[src/rtl/melody_sequencer.sv]
// Pattern player for the square-wave tone generator: walks a host-loaded note RAM,
// timing each entry in prescaled beat ticks with an optional silent articulation gap.
//
// state   | meaning
// IDLE    | waiting for start; pattern RAM writable
// FETCH   | one cycle; registered RAM word for step is examined
// TONE    | entry sounding (or resting) for len beat ticks
// GAP     | silent articulation gap after an entry
// DONE    | one-cycle completion pulse, then back to IDLE
module melody_sequencer #(
  parameter int TICK_DIV   = 3_125_000,
  parameter int DEPTH      = 16,
  parameter int GAP_CYCLES = 250_000
) (
  input  logic                       clk,
  input  logic                       reset,
  input  logic                       wr_en,
  input  logic [$clog2(DEPTH)-1:0]   wr_addr,
  input  logic [7:0]                 wr_data,
  input  logic                       start,
  input  logic                       stop,
  input  logic                       loop,
  output logic [2:0]                 note,
  output logic                       tone_en,
  output logic                       busy,
  output logic                       done,
  output logic [$clog2(DEPTH)-1:0]   step
);

  localparam int AW = $clog2(DEPTH);
  localparam int PW = (TICK_DIV > 1) ? $clog2(TICK_DIV) : 1;
  localparam int GW = (GAP_CYCLES > 1) ? $clog2(GAP_CYCLES) : 1;
  localparam logic [PW-1:0] PRESC_LAST = PW'(TICK_DIV - 1);
  localparam logic [GW-1:0] GAP_LAST   = GW'((GAP_CYCLES > 0) ? GAP_CYCLES - 1 : 0);
  localparam logic [AW-1:0] STEP_LAST  = AW'(DEPTH - 1);

  typedef enum logic [2:0] {S_IDLE, S_FETCH, S_TONE, S_GAP, S_DONE} state_t;

  state_t        state;
  logic [7:0]    mem [DEPTH];
  logic [7:0]    rd_data;
  logic [AW-1:0] rd_addr;
  logic [PW-1:0] presc;
  logic [3:0]    ticks_left;
  logic [GW-1:0] gap_cnt;

  logic       rd_rest;
  logic [2:0] rd_note;
  logic [3:0] rd_len;
  logic       tone_end, gap_end, advance, end_marker;

  assign rd_rest = rd_data[7];
  assign rd_note = rd_data[6:4];
  assign rd_len  = rd_data[3:0];

  assign tone_end   = (state == S_TONE) && (presc == PRESC_LAST) && (ticks_left == 4'd1);
  assign gap_end    = (state == S_GAP) && (gap_cnt == '0);
  assign advance    = (GAP_CYCLES > 0) ? gap_end : tone_end;
  assign end_marker = ((state == S_FETCH) && (rd_len == 4'd0)) ||
                      (advance && (step == STEP_LAST));

  // Address of the entry the next FETCH will examine, so the registered read is ready in time.
  always_comb begin
    rd_addr = step;
    if (state == S_IDLE)
      rd_addr = '0;
    else if ((state == S_FETCH) && (rd_len == 4'd0))
      rd_addr = '0;
    else if (advance)
      rd_addr = (step == STEP_LAST) ? '0 : step + AW'(1);
  end

  always_ff @(posedge clk) begin
    if (wr_en && (state == S_IDLE))
      mem[wr_addr] <= wr_data;
    rd_data <= mem[rd_addr];
  end

  always_ff @(posedge clk or posedge reset) begin
    if (reset) begin
      state      <= S_IDLE;
      step       <= '0;
      note       <= '0;
      tone_en    <= 1'b0;
      busy       <= 1'b0;
      done       <= 1'b0;
      presc      <= '0;
      ticks_left <= '0;
      gap_cnt    <= '0;
    end else begin
      done <= 1'b0;
      if (stop && (state != S_IDLE)) begin
        state   <= S_IDLE;
        tone_en <= 1'b0;
        busy    <= 1'b0;
      end else if (end_marker) begin
        tone_en <= 1'b0;
        // Entry 0 being the end marker never loops, so an empty pattern cannot spin.
        if (loop && (step != '0)) begin
          state <= S_FETCH;
          step  <= '0;
        end else begin
          state <= S_DONE;
          busy  <= 1'b0;
          done  <= 1'b1;
        end
      end else if (advance) begin
        tone_en <= 1'b0;
        state   <= S_FETCH;
        step    <= step + AW'(1);
      end else begin
        case (state)
          S_IDLE: begin
            if (start && !stop) begin
              state <= S_FETCH;
              step  <= '0;
              busy  <= 1'b1;
            end
          end
          S_FETCH: begin
            state      <= S_TONE;
            note       <= rd_note;
            tone_en    <= ~rd_rest;
            presc      <= '0;
            ticks_left <= rd_len;
          end
          S_TONE: begin
            if (presc == PRESC_LAST) begin
              presc      <= '0;
              ticks_left <= ticks_left - 4'd1;
              if (ticks_left == 4'd1) begin
                state   <= S_GAP;
                gap_cnt <= GAP_LAST;
                tone_en <= 1'b0;
              end
            end else begin
              presc <= presc + PW'(1);
            end
          end
          S_GAP:   gap_cnt <= gap_cnt - GW'(1);
          S_DONE:  state <= S_IDLE;
          default: state <= S_IDLE;
        endcase
      end
    end
  end

endmodule

[config.mk]
export PLATFORM = sky130hd
export DESIGN_NAME = melody_sequencer
export DESIGN_NICKNAME = d
export VERILOG_FILES = /design/src/rtl/melody_sequencer.sv
export SDC_FILE = /design/constraint.sdc
export NUM_CORES = 1
export LEC_CHECK = 0
export BUFFER_PORTS_ARGS = -buffer_cell sky130_fd_sc_hd__buf_2
export CORE_ASPECT_RATIO = 1.75
export CORE_MARGIN = 1.5
export CORE_UTILIZATION = 40
export CTS_BUF_LIST = sky130_fd_sc_hd__clkbuf_8 sky130_fd_sc_hd__clkbuf_16
export CTS_CLUSTER_DIAMETER = 40
export DETAILED_ROUTE_END_ITERATION = 8
export HOLD_SLACK_MARGIN = 0.12
export PLACE_DENSITY = 0.53
export SLEW_MARGIN = 40
export SYNTH_ARGS = -nofsm -noshare
export SYNTH_HDL_FRONTEND = slang
export SYNTH_SLANG_ARGS = --single-unit
[constraint.sdc]
create_clock -name clk -period 2.43 [get_ports clk]
set_input_delay 0.3645 -clock clk [delete_from_list [all_inputs] [get_ports clk]]
set_output_delay 0.3645 -clock clk [all_outputs]
set_load 0.005 [all_outputs]
# --- After elaboration in Yosys (flattened, before gate mapping) ---
# Memory sizes are Yosys's and may differ from the RTL's. A register that Yosys moved wholly into a read port is not among the register bits.
# Index checks and enable logic that the tools add are counted.
word_totals:
  ramBits: 128
  reg_bits: 57
  input_bits: 18
  word_cells: 103
  output_inout_bits: 10
  n_memories: 1
op_classes:
  addsub: 4
  mux: 41
  n_bitwise: 4
  reduce_logical: 29
  n_eq_ne: 15
mem_list:
  columns: ["name", "words", "word_bits", "rd", "rd_clocked_by_memory_dff", "write_ports", "line_no", "text"]
  rows:
  - ["mem", 16, 8, 1, 1, 1, "40", "logic [7:0] mem [DEPTH];"]
op_table:
  columns: ["cell", "n"]
  rows:
  - ["$pmux W22 S2", 1]
  - ["$mux W4", 10]
  - ["$mux W18", 2]
  - ["$pmux W18 S2", 1]
  - ["$add A22 B1 Y22 const B", 1]
  - ["$eq A22 B22 Y1 const B", 1]
  - ["$mux W22", 1]
  - ["$mux W3", 7]
  - ["$reduce_and A4 Y1", 5]
  - ["$logic_not A18 Y1", 1]
  - ["$sub A18 B1 Y18 const B", 1]
  - ["$mux W1", 16]
  - ["$ne A5 B3 Y1 const B", 3]
  - ["$reduce_bool A3 Y1", 5]
  - ["$pmux W3 S4", 1]
  - ["$pmux W4 S2", 1]
  - ["$logic_and A1 B1 Y1", 7]
  - ["$eq A3 B2 Y1 const B", 2]
  - ["$ne A2 B1 Y1 const B", 3]
  - ["$reduce_and A6 Y1", 1]
  - ["$reduce_and A5 Y1", 1]
  - ["$reduce_bool A5 Y1", 1]
  - ["$add A4 B1 Y4 const B", 1]
  - ["$eq A4 B1 Y1 const B", 1]
  - ["15 further kinds", 19]

# --- Longest topological paths before layout ---
logic_depth:
  depth_word: 7
  depth_mapped: 12
  ltp_nobuf: 9

# --- Worst setup path after synthesis ---
# OpenSTA, ideal clock, no wires.
synth_timing:
  path_kind: "reg-to-reg"
  startpoint: "reg gap_cnt[0]"
  endpoint: "reg rd_data[5], read port of mem"
  setup_time_ps: 123
  synth_period_minus_slack_ps: 2586
  required_ps: 2307
  n_path_buf: 1
  path_stages_with_launch: 11
  path_slack_ps: -156
  arrival_time_ps: 2464
  path_cell_list: "dfrtp_1 -> inv_1 -> ha_1 -> nor4b_1 -> nand4b_2 -> or4_1 -> a2bb2o_1 -> buf_2 -> a21oi_1 -> o2bb2ai_1 -> nor4_1"
synth_via:
  elab_chain_cells: 5
synth_rtl:
  columns: ["element", "line_no", "text"]
  rows:
  - ["from (decl)", "45", "logic [GW-1:0] gap_cnt;"]
  - ["from (signal assigned)", "140", "S_GAP: gap_cnt <= gap_cnt - GW'(1);"]
  - ["$logic_not A18 Y1", "57", "assign gap_end = (state == S_GAP) && (gap_cnt == '0);"]
  - ["$logic_and A1 B1 Y1", "57", null]
  - ["$mux W4", "69", "else if (advance)"]
  - ["$mux W4", "67", "else if ((state == S_FETCH) && (rd_len == 4'd0))"]
  - ["$mux W4", "65", "if (state == S_IDLE)"]
  - ["to (decl)", "41", "logic [7:0] rd_data;"]
# Every way passes these cells.
# A chain may end at the register's enable or synchronous reset.

# --- Final worst setup path ---
layout_timing:
  startpoint: "reg gap_cnt[11]"
  endpoint: "reg rd_data[4], read port of mem"
# Same word-level chain as after synthesis.

==> results.yml <==
layout:
  nNetsFinal: 1038
  stdcell_area_um2: 12500
  antenna_cells: 0
  seq_area_um2: 5430
  multiInputGateArea_um2: 4500
  stdcell_count: 1330
  fill_cells: 1996
  mostFrequentLayoutCell: "edfxtp_1"
  layout_common_cells: "128 x edfxtp_1, 124 x buf_4, 67 x nor2_1, 57 x nand2_1, 57 x dfrtp_1"
  syn_to_final_growth_pct: 32.9
  drive_gt1_share_pct: 36.2
setup_path:
  r2r_setup_slack_ps: -200
  crit_fanout: 8
  startpoint: "gap_cnt[11]"
  timing.rr.end: "rd_data[4]"
  r2r.worst_path.cells: 8
  end_kind: "register"
  crit_required_ps: 2760
  timing.rr.start: "gap_cnt[11]"
  startpoint_type: "register"
  path_class: "reg -> reg"
  arrival_ps: 2960
routing:
  wl_met3_um: 797
  vias: 7568
  drt_first_pass_iters: 5
  wirelength_um: 28100
  wl_met1_um: 10400
  wl_met2_um: 16100
  vias_per_cell: 5.69
  final_antenna_net_count: 0
  routed.top_layer: "met4"
  drtIter0Drc: 440
  drcViolationCount: 0
  wl_per_cell_um: 21.1
hold_path:
  hold-path-endpoint: "busy"
  hold_depth: 4
  min_from: "stop"
  hp-class: "in -> reg"
synthesis:
  syn_area_um2: 9430
  yosys_warnings: 0
  async_reset_ff_share_pct: 29.5
  seq_area_frac_synth_pct: 57.6
  ys_ff_latch: 193
  synthDistinctLibCells: 71
  synthesis.nets: 873
  synthFlopType: "edfxtp_1"
  synth.avg_cell_area_um2: 11.1
  synth_edf_count: 128
  synthesis.instances: 848
global_routing:
  grtUsageTotal_pct: 23.6
  grt_max_degree: 34
  grt_overflow: 0
  grt_pass1_vias: 7737
  antenna_found_initial: 0
  grt_pass1_wl_um: 43600
clock_network:
  clk_latency_ps: 450
  cts.sinks: 193
  cts-root-buf: "clkbuf_16"
  cts.path.max_buffers: 2
  numCtsBuffers: 17
  clkTransAtPathRegs_ps: 70
  h-tree-depth: 4
  cts_tree: "built"
floorplanning:
  rows: 74
  io_pins: 28
  dieHeight_um: 206
  die_width_um: 119
  coreArea_um2: 23200
  initial_core_util_pct: 40.6
  die-area_um2: 24500
timing:
  grt_setup_unrepaired: "yes"
  hold_viol_final: 0
  setup-violations-final: 25
  worst_slack_ps: -204
  max_freq_ghz: 0.380
  min_period_ps: 2630
  clock_skew_ps: 11.1
  maxSlewHeadroom_pct: 58.0
  worst_pin_slew_ps: 629
  drv_slew: 0
  holdWs_ps: 341
  timing.final.crit_share_pct: 108
placed_design:
  port_buffers: 27
  dpl_cell_area_um2: 10900
  routabilityCongestion: 0.901
  hpwl_um: 19800
  dpl.cell_count: 1270
outcome:
  status: "finished, violations left"
  violations: "setup timing"
power_and_ir_drop:
  leakage_nw: 4.72
  power_density_nw_per_um2: 816
  total_power_mw: 10.2
  vdd_drop_max_v: 0.000551
job:
  drv_cap: 0
==> per-stage QoR <==
stage               setup WS [ps]  utilization (%)  setup TNS [ps]
floorplan                   -57.9                -           -57.9
global placement             -425             46.9           -4160
detailed placement           -497             46.9           -5750
CTS                          -184             52.6           -1740
global route                 -302             53.9           -4700
finish                       -204             53.9           -2270
==> what timing repair did <==
| action | in CTS | in global routing |
|---|---|---|
| gates cloned | 0 | 1 |
| setup buffers | 23 | 17 |
| gates resized for setup | 140 | 49 |
| setup endpoints to repair | 35 | 36 |
| hold buffers | 1 | 0 |
| endpoints found under the hold margin | 27 | 0 |
| pin swaps | 63 | 35 |
==> state kept, by name (all words and copies together) (netlist names) <==
register    count
busy            1
ticks_left      4
done            1
tone_en         1
note            3
presc          22
gap_cnt        18
state           3
step            4
rd_data         8
mem           128
==> cell families after synthesis <==
| kind of cell | synth area share, % |
|---|---|
| muxes | 5.16 |
| AOI/OAI and AO/OA | 15.8 |
| buffers and inverters | 2.73 |
| and+or+nand+nor | 15.8 |
| xor gates and xnor gates | 2.04 |
| adders and majority gates | 0.928 |
| DFF | 57.6 |
==> worst max-delay path, cell delays in order, from the launching register on <==
cell	delay, ps
dfrtp_1	390
or4_4	550
or2_4	330
buf_6	160
nor4_4	260
o21ai_2	90
a21o_4	270
a311oi_2	370
nor4_2	100
==> layer usage <==
metal,vias up,global-route usage (%)
met5,-,0
met4,0,9.77
met3,39,2.98
met2,175,46.7
met1,3793,24.9
li1,3561,-
==> final cells by class <==
class                      instances  area share (%)
multi-input combinational        596            35.9
tap                              304            3.04
inverter                          13           0.399
timing repair buffer             192            12.9
clock buffer                      17            3.39
clock inverter                    15            1.05
sequential                       193            43.3
==> power breakdown <==
group,leakage [nW],switching (mW),internal (mW)
Sequential,1.96,0.176,3.79
Combinational,2.47,1.92,1.65
Clock,0.287,1.20,1.49
==> worst max-delay path by stage <==
stage / cells after the start / end
2_1_floorplan: 8 / rd_data[5]
3_3_place_gp: 11 / rd_data[2]
3_5_place_dp: 11 / rd_data[0]
4_1_cts: 13 / rd_data[1]
5_1_grt: 10 / rd_data[2]
6_report: 8 / rd_data[4]
==> Yosys cell counts, types with 5 or more instances <==
library cell    n  area (µm²)
edfxtp_1      128        3840
nor2_1         70         263
nand2_1        62         233
o21ai_0        61         305
nand3_1        59         295
dfrtp_1        57        1430
a21oi_1        44         220
clkbuf_1       26        97.6
mux2_2         24         270
nor3_1         23         115
o22ai_1        23         144
xor2_1         19         166
buf_2          17        85.1
a211oi_1       16         120
mux2i_1        16         160
inv_1          12        45.0
nor4_1         11        68.8
a21o_1         10        75.1
and3_1         10        62.6
nand4_1         9        56.3
o31ai_1         9        67.6
a221oi_1        8        70.1
a311oi_1        8        70.1
dfxtp_1         8         160
nand2b_1        8        50.1
a2bb2oi_1       7        61.3
ha_1            7        87.6
nor2b_1         7        43.8
o221a_2         7        78.8
mux2_1          5        56.3
o21a_1          5        37.5
or3_1           5        31.3
Note: power is estimated with default switching activity, not from simulation.
